===== src/rtl/seg_pkg.sv =====
// Shared constants and helpers for the segment-display arbiter and its arbiter sub-block.
package seg_pkg;

   localparam int unsigned SEG_DATA_W = 32;
   localparam int unsigned SEG_DIGITS = 8;

   localparam logic ST_IDLE = 1'b0;
   localparam logic ST_HOLD = 1'b1;

   typedef enum logic {
      StIdle = ST_IDLE,
      StHold = ST_HOLD
   } state_e;

   // Width of a down-counter that must hold values 0..hold; never returns zero.
   function automatic int unsigned cnt_width(input int unsigned hold);
      int unsigned w;
      w = $clog2(hold + 1);
      return (w < 1) ? 1 : w;
   endfunction

endpackage


===== src/rtl/rr_arbiter_n.sv =====
// Combinational round-robin arbiter: scans upward from last+1 with wrap, grants the first request.
module rr_arbiter_n
   import seg_pkg::*;
#(
   parameter int unsigned N  = 4,
   parameter int unsigned IW = (N > 1) ? $clog2(N) : 1
) (
   input  logic [N-1:0]  req,
   input  logic [IW-1:0] last,
   output logic [N-1:0]  grant_onehot,
   output logic [IW-1:0] grant_idx,
   output logic          any
);

   logic [IW-1:0] k;

   always_comb begin
      grant_onehot = '0;
      grant_idx    = '0;
      any          = 1'b0;
      k            = '0;
      // i runs 1..N so the previously granted index is considered last.
      for (int unsigned i = 1; i <= N; i++) begin
         k = IW'((32'(last) + i) % N);
         if (!any && req[k]) begin
            any             = 1'b1;
            grant_onehot[k] = 1'b1;
            grant_idx       = k;
         end
      end
   end

endmodule


===== src/rtl/seg_display_arbiter.sv =====
// Round-robin sharing of one 8-digit display between N_REQ producers, with a dwell per word.
// Define SEG_ARB_SRC_TAG_EN to show the owning requester index in the leftmost digit.
module seg_display_arbiter
   import seg_pkg::*;
#(
   parameter int unsigned N_REQ       = 4,
   parameter int unsigned HOLD_CLOCKS = 50_000_000
) (
   input  logic                        clk,
   input  logic                        rst_i,
   input  logic [N_REQ-1:0]            req_valid_i,
   input  logic [SEG_DATA_W*N_REQ-1:0] req_data_i,
   output logic [N_REQ-1:0]            req_ready_o,
   input  logic                        skip_i,
   output logic [SEG_DATA_W-1:0]       data_o,
   output logic [2:0]                  src_o,
   output logic                        shown_o,
   output logic                        busy_o
);

   localparam int unsigned IdxW = $clog2(N_REQ);
   localparam int unsigned CntW = cnt_width(HOLD_CLOCKS);
   localparam logic [CntW-1:0] CntLoad = CntW'(HOLD_CLOCKS - 1);
   localparam logic [IdxW-1:0] LastRst = IdxW'(N_REQ - 1);

   if (N_REQ < 2 || N_REQ > 8) begin : g_bad_n_req
      $error("seg_display_arbiter: N_REQ must be in 2..8");
   end
   if (HOLD_CLOCKS < 1) begin : g_bad_hold
      $error("seg_display_arbiter: HOLD_CLOCKS must be >= 1");
   end

   state_e                state_q, state_d;
   logic [CntW-1:0]       cnt_q, cnt_d;
   logic [SEG_DATA_W-1:0] word_q, word_d;
   logic [2:0]            src_q, src_d;
   logic [IdxW-1:0]       last_q, last_d;
   logic                  shown_q, shown_d;

   logic [N_REQ-1:0]      grant_onehot;
   logic [IdxW-1:0]       grant_idx;
   logic                  grant_any;
   logic [N_REQ-1:0]      ready;
   logic [SEG_DATA_W-1:0] word_sel;

   rr_arbiter_n #(
      .N  (N_REQ),
      .IW (IdxW)
   ) u_arb (
      .req          (req_valid_i),
      .last         (last_q),
      .grant_onehot (grant_onehot),
      .grant_idx    (grant_idx),
      .any          (grant_any)
   );

   always_comb begin
      word_sel = '0;
      for (int unsigned k = 0; k < N_REQ; k++) begin
         if (grant_onehot[k]) begin
            word_sel = req_data_i[SEG_DATA_W*k +: SEG_DATA_W];
         end
      end
   end

   always_comb begin
      state_d = state_q;
      cnt_d   = cnt_q;
      word_d  = word_q;
      src_d   = src_q;
      last_d  = last_q;
      shown_d = shown_q;
      ready   = '0;
      unique case (state_q)
         StIdle: begin
            ready = grant_onehot;
            if (grant_any) begin
`ifdef SEG_ARB_SRC_TAG_EN
               // Upper nibble of the word is dropped; the owner index takes its place.
               word_d = {1'b0, 3'(grant_idx), word_sel[SEG_DATA_W-5:0]};
`else
               word_d = word_sel;
`endif
               src_d   = 3'(grant_idx);
               last_d  = grant_idx;
               shown_d = 1'b1;
               cnt_d   = CntLoad;
               state_d = StHold;
            end
         end
         StHold: begin
            // skip_i takes priority over the remaining dwell.
            if (skip_i || cnt_q == '0) begin
               state_d = StIdle;
            end else begin
               cnt_d = cnt_q - CntW'(1);
            end
         end
      endcase
   end

   always_ff @(posedge clk) begin
      if (rst_i) begin
         state_q <= StIdle;
         cnt_q   <= '0;
         word_q  <= '0;
         src_q   <= '0;
         last_q  <= LastRst;
         shown_q <= 1'b0;
      end else begin
         state_q <= state_d;
         cnt_q   <= cnt_d;
         word_q  <= word_d;
         src_q   <= src_d;
         last_q  <= last_d;
         shown_q <= shown_d;
      end
   end

   assign req_ready_o = rst_i ? '0 : ready;
   assign data_o      = word_q;
   assign src_o       = src_q;
   assign shown_o     = shown_q;
   assign busy_o      = (state_q == StHold);

endmodule

===== config.mk =====
export PLATFORM = sky130hd
export DESIGN_NAME = seg_display_arbiter
export DESIGN_NICKNAME = d
export VERILOG_FILES = /design/src/rtl/seg_pkg.sv /design/src/rtl/rr_arbiter_n.sv /design/src/rtl/seg_display_arbiter.sv
export SDC_FILE = /design/constraint.sdc
export NUM_CORES = 1
export LEC_CHECK = 0
export CAP_MARGIN = 5
export CORE_UTILIZATION = 35
export DETAILED_ROUTE_END_ITERATION = 8
export GPL_TIMING_DRIVEN = 0
export PLACE_DENSITY = 0.72
export SLEW_MARGIN = 20
export SYNTH_ARGS = -nofsm -noshare
export SYNTH_HDL_FRONTEND = slang
export SYNTH_SLANG_ARGS = --single-unit

===== constraint.sdc =====
create_clock -name clk -period 3 [get_ports clk]
set_clock_uncertainty 0.15 [all_clocks]
set_input_delay 0.3 -clock clk [delete_from_list [all_inputs] [get_ports clk]]
set_output_delay 0.3 -clock clk [all_outputs]
set_load 0.02 [all_outputs]

==> summary by stage, run 1 <==
Outcome
The flow ran to the end, but the final reports show violations. The checks that failed: negative setup slack.

Worst hold path
The tightest min-delay check is of the flop to flop type.

Clock tree
After clock tree synthesis, the clock-pin slew on the worst setup and hold paths is 0.07 ns. CTS saw 64 sinks. The clock reaches the later pin of the worst-skew pair after 0.34 ns. The number of clock buffers added by TritonCTS is 9.

The number of H-tree branching levels is 3. The longest clock path from root to sink contains 2 buffers. The CTS tree is yes. Clock tree synthesis selected as its root buffer the cell sky130_fd_sc_hd__clkbuf_8.

Placed design
The number of placed cells counting well taps is 788. The wire-length estimate of the detail-placed layout is 10200 um. Timing analysis after detailed placement gives a worst setup slack of -1.16 ns. Routability-driven placement finished with a final weighted congestion of 0.895.

After detailed placement, the total cell area comes to 5840 um^2. The number of port buffers is 173.

Worst setup path
At the worst endpoint, the required time is 3.12 ns. The worst register-to-register path has a setup slack of -0.09 ns. The critical path runs through a total of 11 cells. The critical path goes through buf_8 -> clkinvlp_4 -> ha_4 -> mux4_2 -> buf_6 -> or3b_1 -> a22o_1 -> a221o_2 -> buf_6 -> o221a_1 -> o21ai_2.

The worst-case reg-to-reg path depth is 11. The start of the worst register-to-register path is last_q[0]. The most critical setup path has its startpoint at last_q[0]. STA puts the critical path data arrival time at 3.21 ns.

The worst setup path is launched from a flop. In this run the worst path has a maximum fanout of 7. The buffering stage count on the worst path with inverters included is 4. In this design, the stage delay of the slowest critical-path cell is 0.49 ns. In this run the worst setup path terminates at data_o[5].

The capturing element type of the critical path is a flop. The worst register-to-register path ends at data_o[5]. In this design, the largest share of critical-path delay is due to compound AO/OA/AOI/OAI gates. The cell repeated most along the worst path is sky130_fd_sc_hd__buf_6. On the critical path, the stage with the largest delay is an instance of sky130_fd_sc_hd__a221o_2. The type of the worst setup path is flop to flop.

Finish
The antenna cell count is 0. The number of nets in the layout is 831. The share of layout cells above drive strength 1 is 0.152. After the flow finishes, the layout carries non-filler instances totaling 832. Relative to the synthesized area, the layout overhead comes to 64.6%. The total non-filler cell area in the finished layout is 6450 um^2. The layout filler cell count is 981.

Global routing
The number of global-route vias before repair came to 4334. The first global-routing pass estimated 21100 um of wire. The number of antenna violations at the first check in global routing is 0. After global routing the overflow that remains totals 0. For this run, the total global-route usage over all layers was measured as 0.232. Entering global routing, the biggest net connects 12 pins.

Floorplanning
The die is 108 um tall. The floorplan step defined a die boundary enclosing 11600 um^2. Pin placement for this block handled 176 I/O pins. The width of the chip is 108 um. The standard-cell row count is 38.

The effective utilization at floorplan is 0.360. The core region is 10900 um^2.

Routing
The number of detailed-routing iterations run before antenna repair is 5. Summed over all layers, the routed wires come to 14400 um. In this run, the number of DRC markers left after iteration 0 of detailed routing was 277. The detailed router placed 4518 vias in this run. The residual antenna-violating net count after detailed routing is 0. After detailed routing, the number of remaining DRC violations is 0. The mean number of vias per cell is 5.43.

The routed length per placed instance is 17.3 um.

STA
The max-slew violation count is 0. Headroom to the max-slew limit came out at 0.255. The number of failing setup endpoints in the final timing report is 33.

The number of hold violations in the final report is 0. Setup repair after global routing could not meet its margin everywhere. The smallest setup slack after layout is -0.0881 ns. The peak clock frequency supported by timing is 0.324 GHz. The final critical-path share of the clock period is 1.03. The actual transition at the worst max-transition pin is 1.11 ns.

The shortest clock period the worst path allows after layout is 3.09 ns. On the final layout, the worst hold slack is 0.331 ns.

Synthesis
The mapped netlist covers 3920 um^2. The proportion of register bits with asynchronous set or reset after synthesis is 0. The fraction of synthesized cell area taken by the top area cell type is 0.327. Counting every instance in the synthesized netlist gives 475.

The number of distinct library cells after synthesis is 59. The Yosys step of the flow raised 0 warnings. The most instantiated flip-flop cell in the synthesis netlist is sky130_fd_sc_hd__dfxtp_1.

The synthesized net count is 619. sky130_fd_sc_hd__dfxtp_1 takes more of the synthesized area than any other cell. The synthesized design contains 64 register bits.

The number of enable-type register cells in the synthesized netlist is 0. The share of the Yosys chip area taken by registers is 0.327. By area the synthesized netlist is led by sky130_fd_sc_hd__dfxtp_1 (33%), sky130_fd_sc_hd__o221a_1 (8.6%), sky130_fd_sc_hd__inv_1 (6.7%). The average cell area after synthesis is 8.25 um^2.

Power
The highest ir drop seen on vdd is 0.000468 V. Dividing total power by cell area gives a power density of 1010 nW/um^2. The overall power of the completed layout is 6490 uW. The leakage dissipation is 0.00257 uW.

Run
The tool flagged a number of max-cap violations equal to 0.
## metrics by stage
stage,util,TNS [ns]
2_1_floorplan,-,0
3_3_place_gp,0.536,-22.87
3_5_place_dp,0.536,-26.48
4_1_cts,0.578,-0.195
5_1_grt,0.592,-3.55
6_report,0.592,-1.04
## flip-flops by register name, indices dropped and copies added (netlist names)
register,flops
last_q,2
shown_o,1
src_o,2
busy_o,1
data_o,32
cnt_q,26
## power breakdown
group	switching (uW)	internal [uW]	total [uW]
clock	348	379	727
sequential	140	1100	1240
combinational	2320	2210	4530
total	2810	3690	6490
## metal layers
| metal | routed length (um) | share of wire | global-route usage | up-vias |
|---|---|---|---|---|
| met2 | 7200 | 0.50 | 0.429 | 166 |
| li1 | - | - | - | 2173 |
| met1 | 5800 | 0.40 | 0.253 | 2151 |
| met5 | 0 | 0 | 0 | - |
| met4 | 352 | 0.024 | 0.0812 | 0 |
| met3 | 1070 | 0.074 | 0.0611 | 28 |
## kinds of logic after synthesis
group / synth area share
compound gates: 0.331
simple gates: 0.127
fa+ha+maj: 0.0287
other cells: 0.000957
mux: 0.0447
flops: 0.327
buf+inv: 0.112
xor+xnor: 0.0291
## Yosys cell counts (2+ instances only)
cell and count:
sky130_fd_sc_hd__nand2b_1 5, sky130_fd_sc_hd__a221oi_1 3, sky130_fd_sc_hd__nor3_1 10, sky130_fd_sc_hd__o21ai_1 30
sky130_fd_sc_hd__nand2_1 13, sky130_fd_sc_hd__nand4_1 3, sky130_fd_sc_hd__or2_2 2, sky130_fd_sc_hd__o31ai_1 2
sky130_fd_sc_hd__o21ai_0 40, sky130_fd_sc_hd__a221o_1 3, sky130_fd_sc_hd__or3_1 6, sky130_fd_sc_hd__mux2_2 4
sky130_fd_sc_hd__clkbuf_1 20, sky130_fd_sc_hd__mux4_2 4, sky130_fd_sc_hd__o21bai_1 2, sky130_fd_sc_hd__a31oi_1 5
sky130_fd_sc_hd__o221a_2 3, sky130_fd_sc_hd__o221a_1 30, sky130_fd_sc_hd__xor2_1 11, sky130_fd_sc_hd__xnor2_1 2
sky130_fd_sc_hd__nand4b_1 3, sky130_fd_sc_hd__or4_1 2, sky130_fd_sc_hd__dfxtp_1 64, sky130_fd_sc_hd__nor4_1 4
sky130_fd_sc_hd__a22oi_1 33, sky130_fd_sc_hd__inv_1 70, sky130_fd_sc_hd__ha_1 9, sky130_fd_sc_hd__nor2_1 18
sky130_fd_sc_hd__o311ai_0 2, sky130_fd_sc_hd__buf_6 4, sky130_fd_sc_hd__buf_2 9, sky130_fd_sc_hd__mux2i_1 4
sky130_fd_sc_hd__o211ai_1 2, sky130_fd_sc_hd__a21oi_1 20, sky130_fd_sc_hd__nand3_1 7, sky130_fd_sc_hd__nor2b_1 3
## layout make-up
type	count	area (um^2)	share of cell area
Multi-Input combinational cell	307	2350	0.365
Timing Repair Buffer	201	1950	0.303
Sequential cell	64	1290	0.200
Inverter	70	270	0.0419
Buffer	34	223	0.0345
Tap cell	140	175	0.0272
Clock buffer	10	128	0.0198
Clock inverter	6	60.1	0.00931
## cell usage in the layout, fill, tap and decap left out, types with 3 or more instances in the layout
cell type and n:
sky130_fd_sc_hd__a22oi_1 32, sky130_fd_sc_hd__or3_1 6, sky130_fd_sc_hd__buf_2 4, sky130_fd_sc_hd__clkbuf_1 10
sky130_fd_sc_hd__nand2b_1 5, sky130_fd_sc_hd__a21oi_1 18, sky130_fd_sc_hd__nand4_1 3, sky130_fd_sc_hd__nand3_1 7
sky130_fd_sc_hd__o221a_1 30, sky130_fd_sc_hd__clkinvlp_4 4, sky130_fd_sc_hd__o21ai_2 3, sky130_fd_sc_hd__nor4_1 4
sky130_fd_sc_hd__mux4_2 4, sky130_fd_sc_hd__mux2i_1 4, sky130_fd_sc_hd__a31oi_1 5, sky130_fd_sc_hd__buf_6 11
sky130_fd_sc_hd__ha_1 8, sky130_fd_sc_hd__clkbuf_8 10, sky130_fd_sc_hd__nand4b_1 3, sky130_fd_sc_hd__o21ai_1 29
sky130_fd_sc_hd__inv_1 68, sky130_fd_sc_hd__nor2b_1 3, sky130_fd_sc_hd__dfxtp_1 62, sky130_fd_sc_hd__nor2_1 18
sky130_fd_sc_hd__o21ai_0 38, sky130_fd_sc_hd__clkinv_2 3, sky130_fd_sc_hd__nor3_1 8, sky130_fd_sc_hd__mux2_2 4
sky130_fd_sc_hd__clkbuf_4 3, sky130_fd_sc_hd__clkdlybuf4s50_1 169, sky130_fd_sc_hd__nand2_1 13, sky130_fd_sc_hd__clkbuf_2 8
sky130_fd_sc_hd__xor2_1 11, sky130_fd_sc_hd__buf_4 28
## worst register-to-register path, delay by kind of cell (launching register included)
| kind | cells | cell delay (ns) |
|---|---|---|
| muxes | 1 | 0.31 |
| adders and majority gates | 1 | 0.26 |
| buffers and inverters | 4 | 0.51 |
| DFF | 1 | 0.36 |
| and+or+nand+nor | 1 | 0.34 |
| AOI/OAI and AO/OA | 4 | 1.09 |
## worst min path at each step
| stage | startpoint | to | slack, ns | cells after the start |
|---|---|---|---|---|
| final | shown_o | shown_o | 0.33 | 2 |
| after global routing | src_o[1] | src_o[1] | 0.36 | 2 |
| after CTS | shown_o | shown_o | 0.33 | 2 |
| after detailed placement | shown_o | shown_o | 0.32 | 2 |
| after global placement | src_o[1] | src_o[1] | 0.31 | 2 |
| after floorplan | cnt_q[10] | cnt_q[10] | 0.29 | 2 |
## timing repair
item / in CTS / in global routing
cloned: 0 / 4
buffers inserted: 18 / 7
pin swaps: 8 / 67
hold buffers: 0 / 0
hold endpoints to repair: 0 / 0
gates resized for setup: 55 / 33
endpoints found under the setup margin: 62 / 41
No activity file was read; power rests on OpenSTA's default activity.
==> run 2, diff against run 1 <==
--- a/constraint.sdc
+++ b/constraint.sdc
@@ -4,2 +4,2 @@
 set_output_delay 0.3 -clock clk [all_outputs]
-set_load 0.02 [all_outputs]
+set_load 0.01 [all_outputs]
==> run 2 against run 1 <==
  * The flow still finishes with violations (negative setup slack)
  * Power fell by 1.9%
  * Via count did not move
  * Non-clock buffer count fell by 1
  * Highest routed layer unchanged
  * Critical path depth rose by 1
  * Register-to-register slack improved by 0.03 ns
  * Die area did not move
  * Largest cell class unchanged
==> summary by stage, run 2 (synthesis results as in run 1) <==
STA
The max-slew violation count is 0 (unchanged). The final critical-path share of the clock period is 1.04 (+0.00926). The worst-case hold slack is 0.318 ns (-0.0129 ns). The smallest setup slack after layout is -0.116 ns (-0.0278 ns).

The number of failing setup endpoints in the final timing report came to 27 (-18%). The actual transition at the worst max-transition pin came to 1.11 ns (-0.00196 ns). Setup repair after global routing could not meet its margin everywhere. The peak clock frequency supported by timing is 0.321 GHz (-0.89%). The worst slew margin relative to its limit came to 0.256 (+0.00132).

The setup TNS is -0.734 ns (+0.304 ns). The shortest clock period the worst path allows after layout is 3.12 ns (+0.0278 ns). The number of hold violations in the final report is 0 (unchanged).

Placed design
The post-DP HPWL is 10200 um (-0.26%). The post-place setup slack is -1.09 ns (+0.0721 ns). The number of port buffers came to 173 (unchanged). The placed cell area came to 5830 um^2 (-0.17%). The final weighted congestion in routability-driven placement is 0.853 (-4.7%).

Worst hold path
The path type of the worst min-delay path is flop to flop. The number of stages on the worst hold path is 2 (unchanged). In this run the most critical hold path is launched from src_o[1]. The path with the worst hold slack has its endpoint at src_o[1].

Routing
The first-iteration detailed-routing DRC count is 245 (-12%). The via count is 4518 (unchanged). The routed length per placed instance is 17.1 um (-1.4%). The number of remaining DRC errors is 0 (unchanged). The mean number of vias per cell is 5.44 (+0.24%). The residual antenna-violating net count after detailed routing came to 0 (unchanged). The final wirelength was 14200 um (-1.7%).

The number of detailed-routing iterations run before antenna repair is 5 (unchanged).

Floorplanning
The standard-cell row count came to 38 (unchanged). The width of the chip is 108 um (unchanged). The effective utilization at floorplan is 0.360 (unchanged).

The I/O pin count was 176 (unchanged). The core outline area is 10900 um^2 (unchanged). The floorplan die height is 108 um (unchanged). The floorplan die area is 11600 um^2 (unchanged).

Clock tree
The hold buffer count at CTS was 0 (unchanged). The TritonCTS buffer count is 9 (unchanged). The number of clock sinks seen by CTS was 64 (unchanged). The CTS tree is yes. Clock tree synthesis selected as its root buffer the cell sky130_fd_sc_hd__clkbuf_8.

The deepest clock path buffer count came to 2 (unchanged). The number of H-tree branching levels is 3 (unchanged). The insertion delay of the later-clocked pin in the worst-skew pair is 0.36 ns (+0.02 ns). The CTS clock-pin slew for the worst setup and hold paths was 0.08 ns (about the same).

Run
The max-cap check violation count is 0 (unchanged).

Worst setup path
The endpoint required time on the critical path is 2.55 ns (-0.57 ns). Traced cell by cell, the critical path runs through buf_8 -> clkinvlp_4 -> ha_4 -> mux4_2 -> buf_6 -> nor4b_4 -> buf_4 -> and2_4 -> a21oi_4 -> buf_6 -> nor3_2 -> buf_2. The critical path startpoint is last_q[0]. The worst setup slack for register-to-register paths was -0.06 ns (+0.03 ns). The delay of the slowest critical-path stage is 0.37 ns (-0.12 ns). The start of the worst register-to-register path is last_q[0]. The cell repeated most along the worst path is sky130_fd_sc_hd__buf_6. The capturing element type of the critical path is a primary output. The worst register-to-register path ends at data_o[15]. The largest fanout on the critical path is 4 (-3). The startpoint class of the critical path is a flop. The type of the worst setup path is flop to primary output. The largest delay contributor family on the critical path is buffers and inverters. The worst path arrival time is 2.67 ns (-0.54 ns). The buffering stage count on the worst path with inverters included is 6 (+2).

For this design, the slowest cell found on the critical path is sky130_fd_sc_hd__dfxtp_4. The worst-case reg-to-reg path depth was 12 (+1).

Finish
Compared with the post-synthesis result, the final layout area differs by 64.0%. The most frequent standard cell in the layout excluding fill and tap cells is sky130_fd_sc_hd__clkdlybuf4s50_1. The library cells used most frequently in the layout, excluding fill and tap cells, are sky130_fd_sc_hd__clkdlybuf4s50_1 (169), sky130_fd_sc_hd__inv_1 (68), sky130_fd_sc_hd__dfxtp_1 (62).

The total non-filler cell area in the finished layout is 6420 um^2 (-0.37%). The share of layout cells above drive strength 1 was 0.154 (+0.00189). The antenna cell count is 0 (unchanged).

The number of nets in the layout is 829 (-0.24%). The number of flip-flops in the largest register is 32 (unchanged).

Power
The proportion of power drawn by the clock network is 0.125 (+0.013). The proportion of total power due to net switching is 0.422 (-0.0102). The share of total power in combinational logic is 0.680 (-0.018). The switching power summed over all nets is 2690 uW (-4.2%). The power density over the cells is 992 nW/um^2 (-1.5%). The share of total power in sequential cells was 0.195 (+0.005). The leakage dissipation is 0.00256 uW (-0.42%). The internal power came to 3680 uW (-0.11%). The highest ir drop seen on vdd is 0.000491 V (+5.0%).

Outcome
The run finished, with violations left. The final reports fail on negative setup slack.

Global routing
The number of antenna violations at the first check in global routing is 0 (unchanged). The number of global-route vias before repair came to 4539 (+4.7%). The first-pass GRT wire length was 21900 um (+3.6%). The pin count of the biggest net entering global routing was 13 (+1). The overall overflow remaining after global route is 0 (unchanged). The overall fraction of global-route tracks in use is 0.241 (+0.00923).
## run 2: how the worst max path moves through the flow
stage / to / slack [ns] / cells past startpoint
after floorplan: data_o[10] / 0.002 / 10
after global placement: req_ready_o[3] / -1.04 / 9
after detailed placement: req_ready_o[3] / -1.09 / 9
after CTS: req_ready_o[1] / -0.05 / 12
after global routing: req_ready_o[1] / -0.17 / 12
final: req_ready_o[1] / -0.12 / 12
## run 2: repair_timing
item	CTS	global route
cloned	0	2
hold endpoints to repair	0	0
endpoints found under the setup margin	62	39
setup buffers	21	4
pin swaps	6	2
resized for setup	53	25
## run 2: worst reg2reg max path: cells and delay by family (launching register included)
family | cells | cell delay, ns
AOI/OAI and AO/OA | 3 | 0.85
buffers and inverters | 5 | 0.72
DFF | 1 | 0.37
muxes | 1 | 0.32
adders and majority gates | 1 | 0.30
and+or+nand+nor | 2 | 0.30
## run 2: area by class of cell
cell class	count	area (um^2)
inverter	70	270
clock buffer	10	138
clock inverter	6	67.6
timing repair buffer	200	1950
fill	963	4460
multi-input combinational	306	2310
sequential	64	1290
tap	140	175
buffer	34	220
## run 2: per-layer routing
layer,share of wire,wire [um],GRT usage,up-vias
li1,-,-,-,2160
met1,0.41,5760,0.273,2154
met2,0.50,7070,0.428,168
met3,0.062,883,0.0472,36
met4,0.033,471,0.120,0
met5,0,0,0,-
## run 2: stage by stage
| stage | power (uW) | utilization | cells |
|---|---|---|---|
| global route | 6790 | 0.590 | 830 |
| detailed placement | 4790 | 0.535 | 788 |
| floorplan | 3600 | - | 475 |
| global placement | 4710 | 0.535 | 788 |
| finish | 6370 | 0.590 | 830 |
| CTS | 6050 | 0.581 | 825 |
## run 2: power groups by stage
stage	Clock, uW	Combinational [uW]	Sequential [uW]
floorplan	0	2290	1300
global placement	0	3470	1250
CTS	808	4000	1230
detailed placement	0	3530	1260
finish	796	4340	1240
global route	844	4680	1270
==> run 3, diff against run 2 <==
ABC_AREA = 1   (was default)
CORE_MARGIN = 2   (was default)
PLACE_DENSITY = 0.68   (was 0.72)
==> run 3 against run 2 <==
  * The flow now finishes without violations
  * Fmax rose by 11%
  * Critical path depth is 1 higher
  * Cell count grew 42%
  * Worst setup slack better by 0.31 ns
  * Synthesized cell count is 68% higher
  * Critical endpoint is now req_ready_o[3]
==> summary by stage, run 3 <==
Worst hold path
In this run the most critical hold path is launched from cnt_q[25]. The tightest min-delay check is of the flop to flop type.

Global routing
The number of antenna violations at the first check in global routing came to 0 (unchanged). The first-pass GRT wire length is 27300 um (+25%). The number of global-route vias before repair was 5420 (+19%). The overall fraction of global-route tracks in use came to 0.239 (-0.00181). The overall overflow remaining after global route is 0 (unchanged). The pin count of the biggest net entering global routing came to 19 (+6).

STA
The shortest clock period the worst path allows after layout came to 2.81 ns (-0.309 ns). The number of hold violations in the final report came to 0 (unchanged). The peak clock frequency supported by timing is 0.356 GHz (+11%). The actual transition at the worst max-transition pin came to 0.758 ns (-0.349 ns). The max-slew violation count is 0 (unchanged). Setup repair after global routing left no endpoint under its margin. The number of failing setup endpoints in the final timing report is 0 (-100%). The setup TNS is 0 ns (+0.734 ns). The final critical-path share of the clock period came to 0.936 (-0.103). The worst slew margin relative to its limit is 0.494 (+0.238).

Synthesis
The fraction of synthesized cell area taken by the top area cell type is 0.264 (-0.0628). The synthesized net count was 944 (+53%). The average cell area after synthesis came to 6.06 um^2 (-27%). The main combinational cell family by area after synthesis is simple AND/OR/NAND/NOR gates.

The synthesized design spends more area on one cell type than any other, namely sky130_fd_sc_hd__dfxtp_1. The part of the Yosys area used for sequential elements is 0.264 (-0.0628). The number of enable-type register cells in the synthesized netlist is 0 (unchanged). The proportion of register bits with asynchronous set or reset after synthesis is 0 (unchanged). The parity-gate share of the synthesized area counting xor and xnor cells is 0.0199 (-0.00919). The compound-gate portion of the synthesized area was 0.226 (-0.105). By count the netlist is led by sky130_fd_sc_hd__nand2_1 (282), sky130_fd_sc_hd__inv_1 (109), sky130_fd_sc_hd__a21oi_1 (107).

The synthesis-stage register bit count is 64 (unchanged). The cell with the most instances after synthesis is sky130_fd_sc_hd__nand2_1. Among all flip-flop cells after synthesis, the most frequent one is sky130_fd_sc_hd__dfxtp_1. The synthesized-area fraction occupied by adder cells is 0.0232 (-0.00552). The simple-gate portion of the synthesized area was 0.324 (+0.197). The warning count from the yosys run is 0 (unchanged). The synthesized instance count came to 800 (+68%).

The fraction of synthesized area in multiplexers is 0 (-0.0447). The post-synth design cell area was 4850 um^2 (+24%). The number of distinct library cells after synthesis is 36 (-39%). Sorting the synthesized cells by area gives the leading types as sky130_fd_sc_hd__dfxtp_1 (26%), sky130_fd_sc_hd__nand2_1 (22%), sky130_fd_sc_hd__a21oi_1 (11%).

Clock tree
The deepest clock path buffer count was 2 (unchanged). The CTS clock-pin slew for the worst setup and hold paths was 0.05 ns (-0.03 ns). The insertion delay of the later-clocked pin in the worst-skew pair is 0.34 ns (-0.02 ns). The number of clock sinks seen by CTS came to 64 (unchanged). TritonCTS built the clock tree. The number of H-tree branching levels was 3 (unchanged). The TritonCTS buffer count is 9 (unchanged). The root buffer cell chosen for the clock tree is sky130_fd_sc_hd__clkbuf_16.

Floorplanning
The I/O pin count is 176 (unchanged). The effective utilization at floorplan is 0.353 (-0.00641). The standard-cell row count came to 43 (+13%).

The core outline area is 13700 um^2 (+26%). The floorplan die area is 14800 um^2 (+27%). The floorplan die height is 122 um (+13%).

The width of the chip is 122 um (+13%).

Power
The power density over the cells is 1150 nW/um^2 (+16%). The leakage dissipation is 0.00343 uW (+34%). The highest ir drop seen on vdd was 0.000499 V (+1.7%).

The overall power of the completed layout is 8340 uW (+31%).

Worst setup path
In this run the critical register-to-register path is launched from last_q[1]. The startpoint class of the critical path is a flop. The largest fanout on the critical path was 7 (+3).

The critical path in this run is classified as flop to primary output. The worst path arrival time is 2.36 ns (-0.31 ns). The capturing element type of the critical path is a primary output. The endpoint required time on the critical path was 2.55 ns (about the same). Tracing the worst setup path back leads to its startpoint at last_q[1].

Routing
The number of remaining DRC errors was 0 (unchanged). The final wirelength was 17100 um (+21%). The mean number of vias per cell is 4.76 (-12%).

The via count came to 5602 (+24%). The routed length per placed instance is 14.6 um (-15%). The residual antenna-violating net count after detailed routing came to 0 (unchanged). The first-iteration detailed-routing DRC count is 363 (+48%). The number of detailed-routing iterations run before antenna repair is 5 (unchanged).

Placed design
The final weighted congestion in routability-driven placement is 0.911 (+6.8%). The post-DP HPWL came to 12800 um (+26%). The number of port buffers is 174 (+0.58%).

Finish
The layout filler cell count is 1412 (+47%). The number of nets in the layout came to 1135 (+37%). The number of flip-flops in the largest register is 32 (unchanged). The antenna cell count is 0 (unchanged). The share of layout cells above drive strength 1 is 0.121 (-0.0321). The area used by sequential logic in the layout is 1290 um^2 (unchanged). The library cell used most frequently in the layout, excluding fill and tap cells, is sky130_fd_sc_hd__nand2_1. In the layout the commonest cells are sky130_fd_sc_hd__nand2_1 (282), sky130_fd_sc_hd__clkdlybuf4s50_1 (170), sky130_fd_sc_hd__inv_1 (108). The area taken by multi-input logic gates is 2910 um^2 (+26%). The relative area change from synthesis to final layout is 49.1%.

Run
The max-cap check violation count was 0 (unchanged).

Outcome
The flow ran to the end, and the final reports show no timing, DRC or antenna violations.
run 3: changes by cell type after synthesis, sizes merged, moves of 29 or more:
cell / previous run / this run
nand2: 13 / 287
a21oi: 20 / 151
o21ai: 70 / 13
inv: 70 / 113
a22oi: 33 / 0
o221a: 33 / 0
nor2: 19 / 48
run 3: worst paths after layout:
kind | endpoint | slack, ns | cells past startpoint
max | req_ready_o[3] | 0.19 | 13
min | cnt_q[25] | 0.31 | 2
max reg2reg | data_o[9] | 0.21 | 14
min reg2reg | cnt_q[25] | 0.31 | 2
run 3: per-layer routing:
layer | wire, um | GRT usage | vias up | part of all wire
li1 | - | - | 2891 | -
met1 | 6920 | 0.277 | 2517 | 0.40
met2 | 8450 | 0.414 | 175 | 0.49
met3 | 1420 | 0.0894 | 19 | 0.083
met4 | 358 | 0.0697 | 0 | 0.021
met5 | 0 | 0 | - | 0
run 3: what timing repair did:
action | CTS | global route
pin swaps | 3 | 3
buffers inserted | 8 | 2
setup endpoints to repair | 24 | 3
hold buffers | 0 | 0
resized for setup | 14 | 3
run 3: layout make-up:
cell class                 instances  area share
buffer                            39      0.0348
clock buffer                      13      0.0360
clock inverter                     3     0.00554
inverter                         113      0.0595
multi-input combinational        580       0.402
sequential                        64       0.178
tap                              180      0.0312
timing repair buffer             184       0.252
run 3: per-stage QoR:
step / cell area, um^2 / cells / setup slack [ns] / hold slack, ns / util
2_1_floorplan: 4850 / 800 / 0.520 / 0.292 / -
3_3_place_gp: 6820 / 1154 / -0.441 / 0.301 / 0.497
3_5_place_dp: 6820 / 1154 / -0.419 / 0.306 / 0.497
4_1_cts: 7210 / 1174 / 0.0153 / 0.315 / 0.525
5_1_grt: 7230 / 1176 / 0.00790 / 0.333 / 0.527
6_report: 7230 / 1176 / 0.193 / 0.312 / 0.527
run 3: critical path, cell delays in order (launching register included):
cell and delay (ns):
sky130_fd_sc_hd__dfxtp_4 0.36, sky130_fd_sc_hd__clkinvlp_4 0.10, sky130_fd_sc_hd__ha_4 0.29, sky130_fd_sc_hd__inv_1 0.07, sky130_fd_sc_hd__nand3_2 0.11, sky130_fd_sc_hd__nand2_4 0.10, sky130_fd_sc_hd__nor2_4 0.19, sky130_fd_sc_hd__buf_4 0.13
sky130_fd_sc_hd__nand4_1 0.07, sky130_fd_sc_hd__nand4_1 0.12, sky130_fd_sc_hd__buf_6 0.13, sky130_fd_sc_hd__nand2_1 0.04, sky130_fd_sc_hd__inv_1 0.06, sky130_fd_sc_hd__dlygate4sd2_1 0.25
run 3: cells by family after synthesis:
kind of cell,count (synthesis)
AOI/OAI and AO/OA,179
xor gates and xnor gates,11
adders and majority gates,9
other,1
and+or+nand+nor,380
DFF,64
buffers and inverters,156
run 3: report_power, final:
part	total, uW	switching [uW]	internal, uW
registers	1270	162	1110
logic	6000	3620	2370
clock network	1070	387	686
